==> config.mk <==
export PLATFORM = sky130hd
export DESIGN_NAME = usd_spi_reg_master
export DESIGN_NICKNAME = d
export VERILOG_FILES = /design/src/rtl/usd_spi_pkg.sv /design/src/rtl/usd_spi_clkgen.sv /design/src/rtl/usd_spi_reg_master.sv
export SDC_FILE = /design/constraint.sdc
export NUM_CORES = 1
export LEC_CHECK = 0
export BUFFER_PORTS_ARGS = -buffer_cell sky130_fd_sc_hd__buf_2
export CAP_MARGIN = 20
export CELL_PAD_IN_SITES_DETAIL_PLACEMENT = 1
export CELL_PAD_IN_SITES_GLOBAL_PLACEMENT = 2
export CORE_ASPECT_RATIO = 1.25
export CORE_UTILIZATION = 35
export CTS_CLUSTER_SIZE = 14
export DETAILED_ROUTE_END_ITERATION = 10
export HOLD_SLACK_MARGIN = 0.02
export PLACE_DENSITY = 0.78
export REMOVE_ABC_BUFFERS = 1
export SLEW_MARGIN = 20
export SYNTH_ARGS = -nofsm -noshare
export SYNTH_HDL_FRONTEND = slang
export SYNTH_SLANG_ARGS = --single-unit
export TNS_END_PERCENT = 30
==> constraint.sdc <==
create_clock -name CLK_64MHz -period 4.8 [get_ports CLK_64MHz]
set_input_delay 0 -clock CLK_64MHz [delete_from_list [all_inputs] [get_ports CLK_64MHz]]
set_output_delay 0 -clock CLK_64MHz [all_outputs]
set_load 0.01 [all_outputs]
==> src/rtl/usd_spi_pkg.sv <==
// Shared definitions for the USD register-write SPI link (master and slave side).
// Holds the frame geometry and the transaction state encoding.
// No ports; imported by usd_spi_clkgen and usd_spi_reg_master.
package usd_spi_pkg;

  // Frame geometry: one register address followed by one register value.
  localparam int FRAME_W   = 24;
  localparam int REG_W     = 8;
  localparam int VAL_W     = 16;

  // Bit index counter covers 0..FRAME_W-1.
  localparam int BIT_CNT_W = 5;

  // Phase/delay counters cover the 1..255 parameter range.
  localparam int CNT_W     = 8;

  typedef enum logic [2:0] {
    ST_IDLE  = 3'd0,
    ST_SETUP = 3'd1,
    ST_SHIFT = 3'd2,
    ST_HOLD  = 3'd3,
    ST_GAP   = 3'd4
  } spi_state_e;

endpackage

==> src/rtl/usd_spi_clkgen.sv <==
// SRCLK generator: DIV-cycle high and low phases, enabled only while shifting.
// Latency: SRCLK is registered; strobes are combinational and flag the edge that
//          changes SRCLK. No backpressure; en_i/start_i/stop_i steer it directly.
// Ports:
//   clk_i, rst_ni    system clock and synchronous active-low reset
//   en_i             high while the master is in its shift state
//   start_i          one-cycle request for the very first rising edge
//   stop_i           suppresses the rising edge at the end of a low phase
//   sclk_o           SPI clock, idles low
//   rise_strobe_o    this edge takes SRCLK 0->1
//   fall_strobe_o    this edge takes SRCLK 1->0
//   low_end_o        this edge ends a low phase (whether or not a rise follows)
module usd_spi_clkgen
  import usd_spi_pkg::*;
#(
  parameter int unsigned DIV = 4
) (
  input  logic clk_i,
  input  logic rst_ni,
  input  logic en_i,
  input  logic start_i,
  input  logic stop_i,
  output logic sclk_o,
  output logic rise_strobe_o,
  output logic fall_strobe_o,
  output logic low_end_o
);

  localparam logic [CNT_W-1:0] PHASE_LAST = CNT_W'(DIV - 1);

  logic [CNT_W-1:0] cnt_q, cnt_d;
  logic             sclk_q, sclk_d;
  logic             phase_end;

  assign phase_end     = (cnt_q == PHASE_LAST);
  assign low_end_o     = en_i & ~sclk_q & phase_end;
  // The first rise comes from the caller because the low phase before it is
  // the chip-select setup time, not a clock phase.
  assign rise_strobe_o = start_i | (low_end_o & ~stop_i);
  assign fall_strobe_o = en_i & sclk_q & phase_end;
  assign sclk_o        = sclk_q;

  always_comb begin
    cnt_d  = cnt_q;
    sclk_d = sclk_q;
    if (rise_strobe_o) begin
      sclk_d = 1'b1;
      cnt_d  = '0;
    end else if (fall_strobe_o) begin
      sclk_d = 1'b0;
      cnt_d  = '0;
    end else if (en_i) begin
      cnt_d  = cnt_q + 1'b1;
    end else begin
      sclk_d = 1'b0;
      cnt_d  = '0;
    end
  end

  always_ff @(posedge clk_i) begin
    if (!rst_ni) begin
      cnt_q  <= '0;
      sclk_q <= 1'b0;
    end else begin
      cnt_q  <= cnt_d;
      sclk_q <= sclk_d;
    end
  end

endmodule

==> src/rtl/usd_spi_reg_master.sv <==
// SPI mode-0 master writing one 8-bit address + 16-bit value per frame and
// capturing the 24-bit MISO reply of the same frame.
// Latency: CS_SETUP + 48*DIV + CS_HOLD + GAP cycles from acceptance back to idle;
//          rsp_valid fires on the first GAP cycle. Backpressure: cmd_ready is
//          high only in IDLE; nothing throttles rsp_valid.
// Ports:
//   CLK_64MHz, nRESET            system clock, synchronous active-low reset
//   cmd_valid/cmd_ready          command handshake; cmd_reg then cmd_value, MSB first
//   rsp_valid/rsp_data           one-cycle reply pulse, first-sampled bit at [23]
//   busy                         high from acceptance until the end of the gap
//   SRCLK/nSRSYNC/SRDATA/SRMISO  SPI pins (SRMISO assumed already synchronous)
module usd_spi_reg_master
  import usd_spi_pkg::*;
#(
  parameter int unsigned DIV      = 4,
  parameter int unsigned CS_SETUP = 4,
  parameter int unsigned CS_HOLD  = 4,
  parameter int unsigned GAP      = 8
) (
  input  logic               CLK_64MHz,
  input  logic               nRESET,
  input  logic               cmd_valid,
  output logic               cmd_ready,
  input  logic [REG_W-1:0]   cmd_reg,
  input  logic [VAL_W-1:0]   cmd_value,
  output logic               rsp_valid,
  output logic [FRAME_W-1:0] rsp_data,
  output logic               busy,
  output logic               SRCLK,
  output logic               nSRSYNC,
  output logic               SRDATA,
  input  logic               SRMISO
);

  localparam logic [CNT_W-1:0]     SETUP_LAST = CNT_W'(CS_SETUP - 1);
  localparam logic [CNT_W-1:0]     HOLD_LAST  = CNT_W'(CS_HOLD - 1);
  localparam logic [CNT_W-1:0]     GAP_LAST   = CNT_W'(GAP - 1);
  localparam logic [BIT_CNT_W-1:0] BIT_LAST   = BIT_CNT_W'(FRAME_W - 1);

  spi_state_e           state_q, state_d;
  logic [CNT_W-1:0]     cnt_q, cnt_d;
  logic [BIT_CNT_W-1:0] bit_q, bit_d;
  logic [FRAME_W-1:0]   tx_q, tx_d;
  logic [FRAME_W-1:0]   rx_q, rx_d;
  logic                 srdata_q, srdata_d;
  logic                 nsync_q, nsync_d;
  logic                 rsp_valid_q, rsp_valid_d;
  logic [FRAME_W-1:0]   rsp_data_q, rsp_data_d;

  logic                 in_shift;
  logic                 setup_end;
  logic                 last_bit;
  logic                 rise_strobe;
  logic                 fall_strobe;
  logic                 low_end;

  assign in_shift  = (state_q == ST_SHIFT);
  assign setup_end = (state_q == ST_SETUP) && (cnt_q == SETUP_LAST);
  // bit_q counts rises after the first one, so it names the bit currently on
  // the wire; it reaches BIT_LAST during the final bit period and stays there
  // through the final low phase.
  assign last_bit  = (bit_q == BIT_LAST);

  usd_spi_clkgen #(
    .DIV (DIV)
  ) u_clkgen (
    .clk_i         (CLK_64MHz),
    .rst_ni        (nRESET),
    .en_i          (in_shift),
    .start_i       (setup_end),
    .stop_i        (last_bit),
    .sclk_o        (SRCLK),
    .rise_strobe_o (rise_strobe),
    .fall_strobe_o (fall_strobe),
    .low_end_o     (low_end)
  );

  always_comb begin
    state_d     = state_q;
    cnt_d       = cnt_q;
    bit_d       = bit_q;
    tx_d        = tx_q;
    rx_d        = rx_q;
    srdata_d    = srdata_q;
    nsync_d     = nsync_q;
    rsp_valid_d = 1'b0;
    rsp_data_d  = rsp_data_q;

    // Includes the first rise, which is issued while still in SETUP.
    if (rise_strobe) begin
      rx_d = {rx_q[FRAME_W-2:0], SRMISO};
    end

    unique case (state_q)
      ST_IDLE: begin
        if (cmd_valid) begin
          tx_d     = {cmd_reg, cmd_value};
          srdata_d = cmd_reg[REG_W-1];
          nsync_d  = 1'b0;
          cnt_d    = '0;
          bit_d    = '0;
          state_d  = ST_SETUP;
        end
      end

      ST_SETUP: begin
        if (cnt_q == SETUP_LAST) begin
          cnt_d   = '0;
          state_d = ST_SHIFT;
        end else begin
          cnt_d = cnt_q + 1'b1;
        end
      end

      ST_SHIFT: begin
        if (rise_strobe) begin
          bit_d = bit_q + 1'b1;
        end
        // The final falling edge leaves value[0] on SRDATA through HOLD.
        if (fall_strobe && !last_bit) begin
          tx_d     = {tx_q[FRAME_W-2:0], 1'b0};
          srdata_d = tx_q[FRAME_W-2];
        end
        if (low_end && last_bit) begin
          cnt_d   = '0;
          state_d = ST_HOLD;
        end
      end

      ST_HOLD: begin
        if (cnt_q == HOLD_LAST) begin
          cnt_d       = '0;
          nsync_d     = 1'b1;
          srdata_d    = 1'b0;
          rsp_valid_d = 1'b1;
          rsp_data_d  = rx_q;
          state_d     = ST_GAP;
        end else begin
          cnt_d = cnt_q + 1'b1;
        end
      end

      ST_GAP: begin
        if (cnt_q == GAP_LAST) begin
          cnt_d   = '0;
          state_d = ST_IDLE;
        end else begin
          cnt_d = cnt_q + 1'b1;
        end
      end

      default: begin
        nsync_d  = 1'b1;
        srdata_d = 1'b0;
        cnt_d    = '0;
        state_d  = ST_IDLE;
      end
    endcase
  end

  always_ff @(posedge CLK_64MHz) begin
    if (!nRESET) begin
      state_q     <= ST_IDLE;
      cnt_q       <= '0;
      bit_q       <= '0;
      tx_q        <= '0;
      rx_q        <= '0;
      srdata_q    <= 1'b0;
      nsync_q     <= 1'b1;
      rsp_valid_q <= 1'b0;
      rsp_data_q  <= '0;
    end else begin
      state_q     <= state_d;
      cnt_q       <= cnt_d;
      bit_q       <= bit_d;
      tx_q        <= tx_d;
      rx_q        <= rx_d;
      srdata_q    <= srdata_d;
      nsync_q     <= nsync_d;
      rsp_valid_q <= rsp_valid_d;
      rsp_data_q  <= rsp_data_d;
    end
  end

  assign cmd_ready = (state_q == ST_IDLE);
  assign busy      = (state_q != ST_IDLE);
  assign nSRSYNC   = nsync_q;
  assign SRDATA    = srdata_q;
  assign rsp_valid = rsp_valid_q;
  assign rsp_data  = rsp_data_q;

endmodule

==> impl_metrics.py <==
metrics = {
    "outcome": {
        "outcome": "complete, no violations",
    },
    "clock_tree": {
        "cts_root_buf": "sky130_fd_sc_hd__clkbuf_16",
        "h-tree-depth": 3,
        "cts_buffers": 9,
        "number_of_clock_sinks": 99,
        "tritoncts": "built",
        "clk_latency_ns": 0.34,
        "clockBufferDepth": 2,
        "clk_transition_reported_paths_ns": 0.07,
        "quantity_of_gates_resized_following_cts": 0,
        "cts_post_setup_buffers_inserted": 0,
        "post_cts_hold_buffer_count": 2,
    },
    "detailed_routing": {
        "post_drt_wl_per_cell_um": 14.7,
        "route.detailed.drc": 0,
        "drt_wl_total_um": 9560,
        "routed_via_density": 5.09,
        "antenna_left": 0,
        "dr.first_iter.drc_count": 87,
        "vias": 3306,
        "drtPass1Iterations": 4,
    },
    "global_route": {
        "groute.usage.overall": 0.158,
        "number_of_antenna_violations_at_the_first_check_in_global_routing": 0,
        "overflow": 0,
        "grt_pass1_vias": 3451,
        "global_route_wire_length_before_repair_um": 16000,
        "grt_start_max_net_pins": 50,
    },
    "sta": {
        "timing.clock.skew_ns": 0.00876,
        "worst_setup_slack_after_layout_ns": 2.13,
        "timing.setup.tns_ns": 0,
        "period_share": 0.557,
        "final-setup-viol-count": 0,
        "tightest_slew_ns": 0.925,
        "final_period_minus_worst_setup_slack_ns": 2.67,
        "rsz0062_at_grt": "false",
        "max_freq_mhz": 374,
        "final_max_slew_viol_count": 0,
        "final-hold-violation-count": 0,
        "max_slew_margin": 0.382,
    },
    "synthesis": {
        "synthesis.instances": 439,
        "syn_area_per_cell_um2": 10.1,
        "ys_async_sr_fraction": 0,
        "number_of_enable_type_register_cells_in_the_synthesized_netlist": 0,
        "synth-seq-cells": 99,
        "netlist-cell-type-count": 55,
        "synth.yosys.seq_area_share": 0.448,
        "yosys_most_used_dff": "sky130_fd_sc_hd__dfxtp_1",
        "yosysWarnings": 0,
        "synthesis.area_mm2": 0.00443,
    },
    "floorplan": {
        "die_width_um": 103,
        "initial_core_util": 0.362,
        "die_h_um": 128,
        "top_level_ports": 58,
        "die_area_mm2": 0.0131,
        "core_area_mm2": 0.0122,
        "fp-row-count": 45,
    },
    "worst_setup_path": {
        "timing.setup.critical_path_class": "reg2reg",
        "cp.arrival_ns": 2.86,
        "startpoint_class_of_the_critical_path": "flip-flop",
        "timing.critical_path.required_ns": 4.99,
        "critical_path.endpoint_type": "flip-flop",
        "path_max_fanout": 23,
    },
    "finish": {
        "area_growth_pct": 14.3,
        "fill_cells": 1410,
        "finalNetCount": 512,
        "utilization": 0.414,
        "drive_gt1_frac": 0.221,
        "n_antenna_cell": 0,
    },
    "job": {
        "drv.max_cap_violation_count": 0,
    },
    "hold_path": {
        "hold_class": "in2reg",
    },
    "placed_design": {
        "place_congestion": 0.747,
        "place_hpwl_um": 6530,
        "dpl_worst_slack_ns": 1.77,
        "placement.io_buffers": 57,
    },
    "pwr": {
        "leakagePower_nw": 1.98,
        "vdd.ir_drop.worst_uv": 134,
        "cellPowerDensity_mw_per_mm2": 331,
    },
}
## layout by cell type, fill, tap and decap left out, types with 3 or more instances in the layout
cell,count
sky130_fd_sc_hd__nand2_1,40
sky130_fd_sc_hd__nor3_1,29
sky130_fd_sc_hd__buf_4,4
sky130_fd_sc_hd__o211ai_1,5
sky130_fd_sc_hd__a211oi_1,3
sky130_fd_sc_hd__a211oi_2,19
sky130_fd_sc_hd__nand4b_1,6
sky130_fd_sc_hd__a21oi_1,3
sky130_fd_sc_hd__buf_2,57
sky130_fd_sc_hd__mux2i_1,75
sky130_fd_sc_hd__nand3_1,15
sky130_fd_sc_hd__dfxtp_1,99
sky130_fd_sc_hd__nand4_1,6
sky130_fd_sc_hd__nor2b_1,3
sky130_fd_sc_hd__o2bb2ai_1,4
sky130_fd_sc_hd__nor2_1,39
sky130_fd_sc_hd__and2_1,3
sky130_fd_sc_hd__xnor2_1,5
sky130_fd_sc_hd__inv_1,8
sky130_fd_sc_hd__clkbuf_16,9
sky130_fd_sc_hd__ha_1,3
sky130_fd_sc_hd__o21ai_1,5
sky130_fd_sc_hd__xor2_1,4
## flip-flops by register name, summed over array words and instances (netlist names)
name,count
SRDATA,1
state_q,3
tx_q,23
u_clkgen.sclk_o,1
cnt_q,8
nSRSYNC,1
u_clkgen.cnt_q,8
bit_q,5
rsp_valid,1
rsp_data,24
rx_q,24
## cell type report
class	instances	area (µm²)	share of cell area
multi-input combinational	299	2210	0.437
timing repair buffer	63	335	0.0663
sequential	99	1980	0.392
clock inverter	5	61.3	0.0121
inverter	9	33.8	0.00668
tap	164	205	0.0406
clock buffer	10	229	0.0453
## final timing paths
kind,from,end,slack (ns),cells after the start
max,u_clkgen.cnt_q[0],tx_q[22],2.13,5
min,cmd_value[8],tx_q[8],0.03,3
max reg2reg,u_clkgen.cnt_q[0],tx_q[22],2.13,5
min reg2reg,SRDATA,SRDATA,0.46,2
## critical path: stages, from the launching register on
cell,delay [ns]
sky130_fd_sc_hd__dfxtp_1,0.36
sky130_fd_sc_hd__ha_1,0.21
sky130_fd_sc_hd__nor3b_2,0.32
sky130_fd_sc_hd__and4_1,0.79
sky130_fd_sc_hd__or2_2,0.66
sky130_fd_sc_hd__a211oi_1,0.16
## synth_stat cells (all sizes together) (3+ instances only)
| cell type | n | area, µm² |
|---|---|---|
| xnor2 | 5 | 43.8 |
| nand4b | 6 | 52.6 |
| nor3 | 30 | 155 |
| a21oi | 4 | 23.8 |
| nor2 | 39 | 146 |
| nand4 | 6 | 37.5 |
| o211ai | 5 | 37.5 |
| nand3 | 15 | 75.1 |
| nor2b | 3 | 18.8 |
| ha | 3 | 37.5 |
| clkbuf | 14 | 56.3 |
| inv | 9 | 33.8 |
| mux2i | 75 | 751 |
| o21ai | 6 | 30.0 |
| a211oi | 22 | 260 |
| o2bb2ai | 5 | 62.6 |
| dfxtp | 99 | 1980 |
| and2 | 3 | 18.8 |
| nand2 | 40 | 150 |
| buf | 18 | 146 |
| xor2 | 4 | 35.0 |
## logic make-up (layout without fill, tap and decap cells)
group | count (synthesis) | in the layout | synth area share
XOR/XNOR | 9 | 9 | 0.0178
flip-flops | 99 | 99 | 0.448
AND/OR/NAND/NOR | 159 | 159 | 0.187
buffers and inverters | 41 | 87 | 0.0534
adder cells (fa/ha/maj) | 3 | 3 | 0.00848
AO/OA/AOI/OAI | 52 | 52 | 0.113
multiplexers | 76 | 76 | 0.172
## per-stage QoR
stage	cell area [µm²]	hold WS, ns	total power [mW]	cells
global route	5060	0.0261	1.74	649
finish	5060	0.0314	1.67	649
CTS	5060	0.0203	1.70	649
global placement	4750	0.259	0.968	632
floorplan	4220	0.0718	0.932	407
detailed placement	4750	0.290	0.972	632
## metal layers
metal  track usage  part of all wire  vias up
met5             0                 0        -
li1              -                 -     1656
met4        0.0798             0.020        0
met1         0.177              0.45     1584
met2         0.278              0.49       55
met3        0.0305             0.038       11
## report_power, final
group | switching [mW] | leakage [nW] | internal [mW]
clock | 0.315 | 0.143 | 0.405
combinational | 0.0589 | 1.03 | 0.0419
sequential | 0.0116 | 0.803 | 0.840
Note: power is estimated with default switching activity, not from simulation.
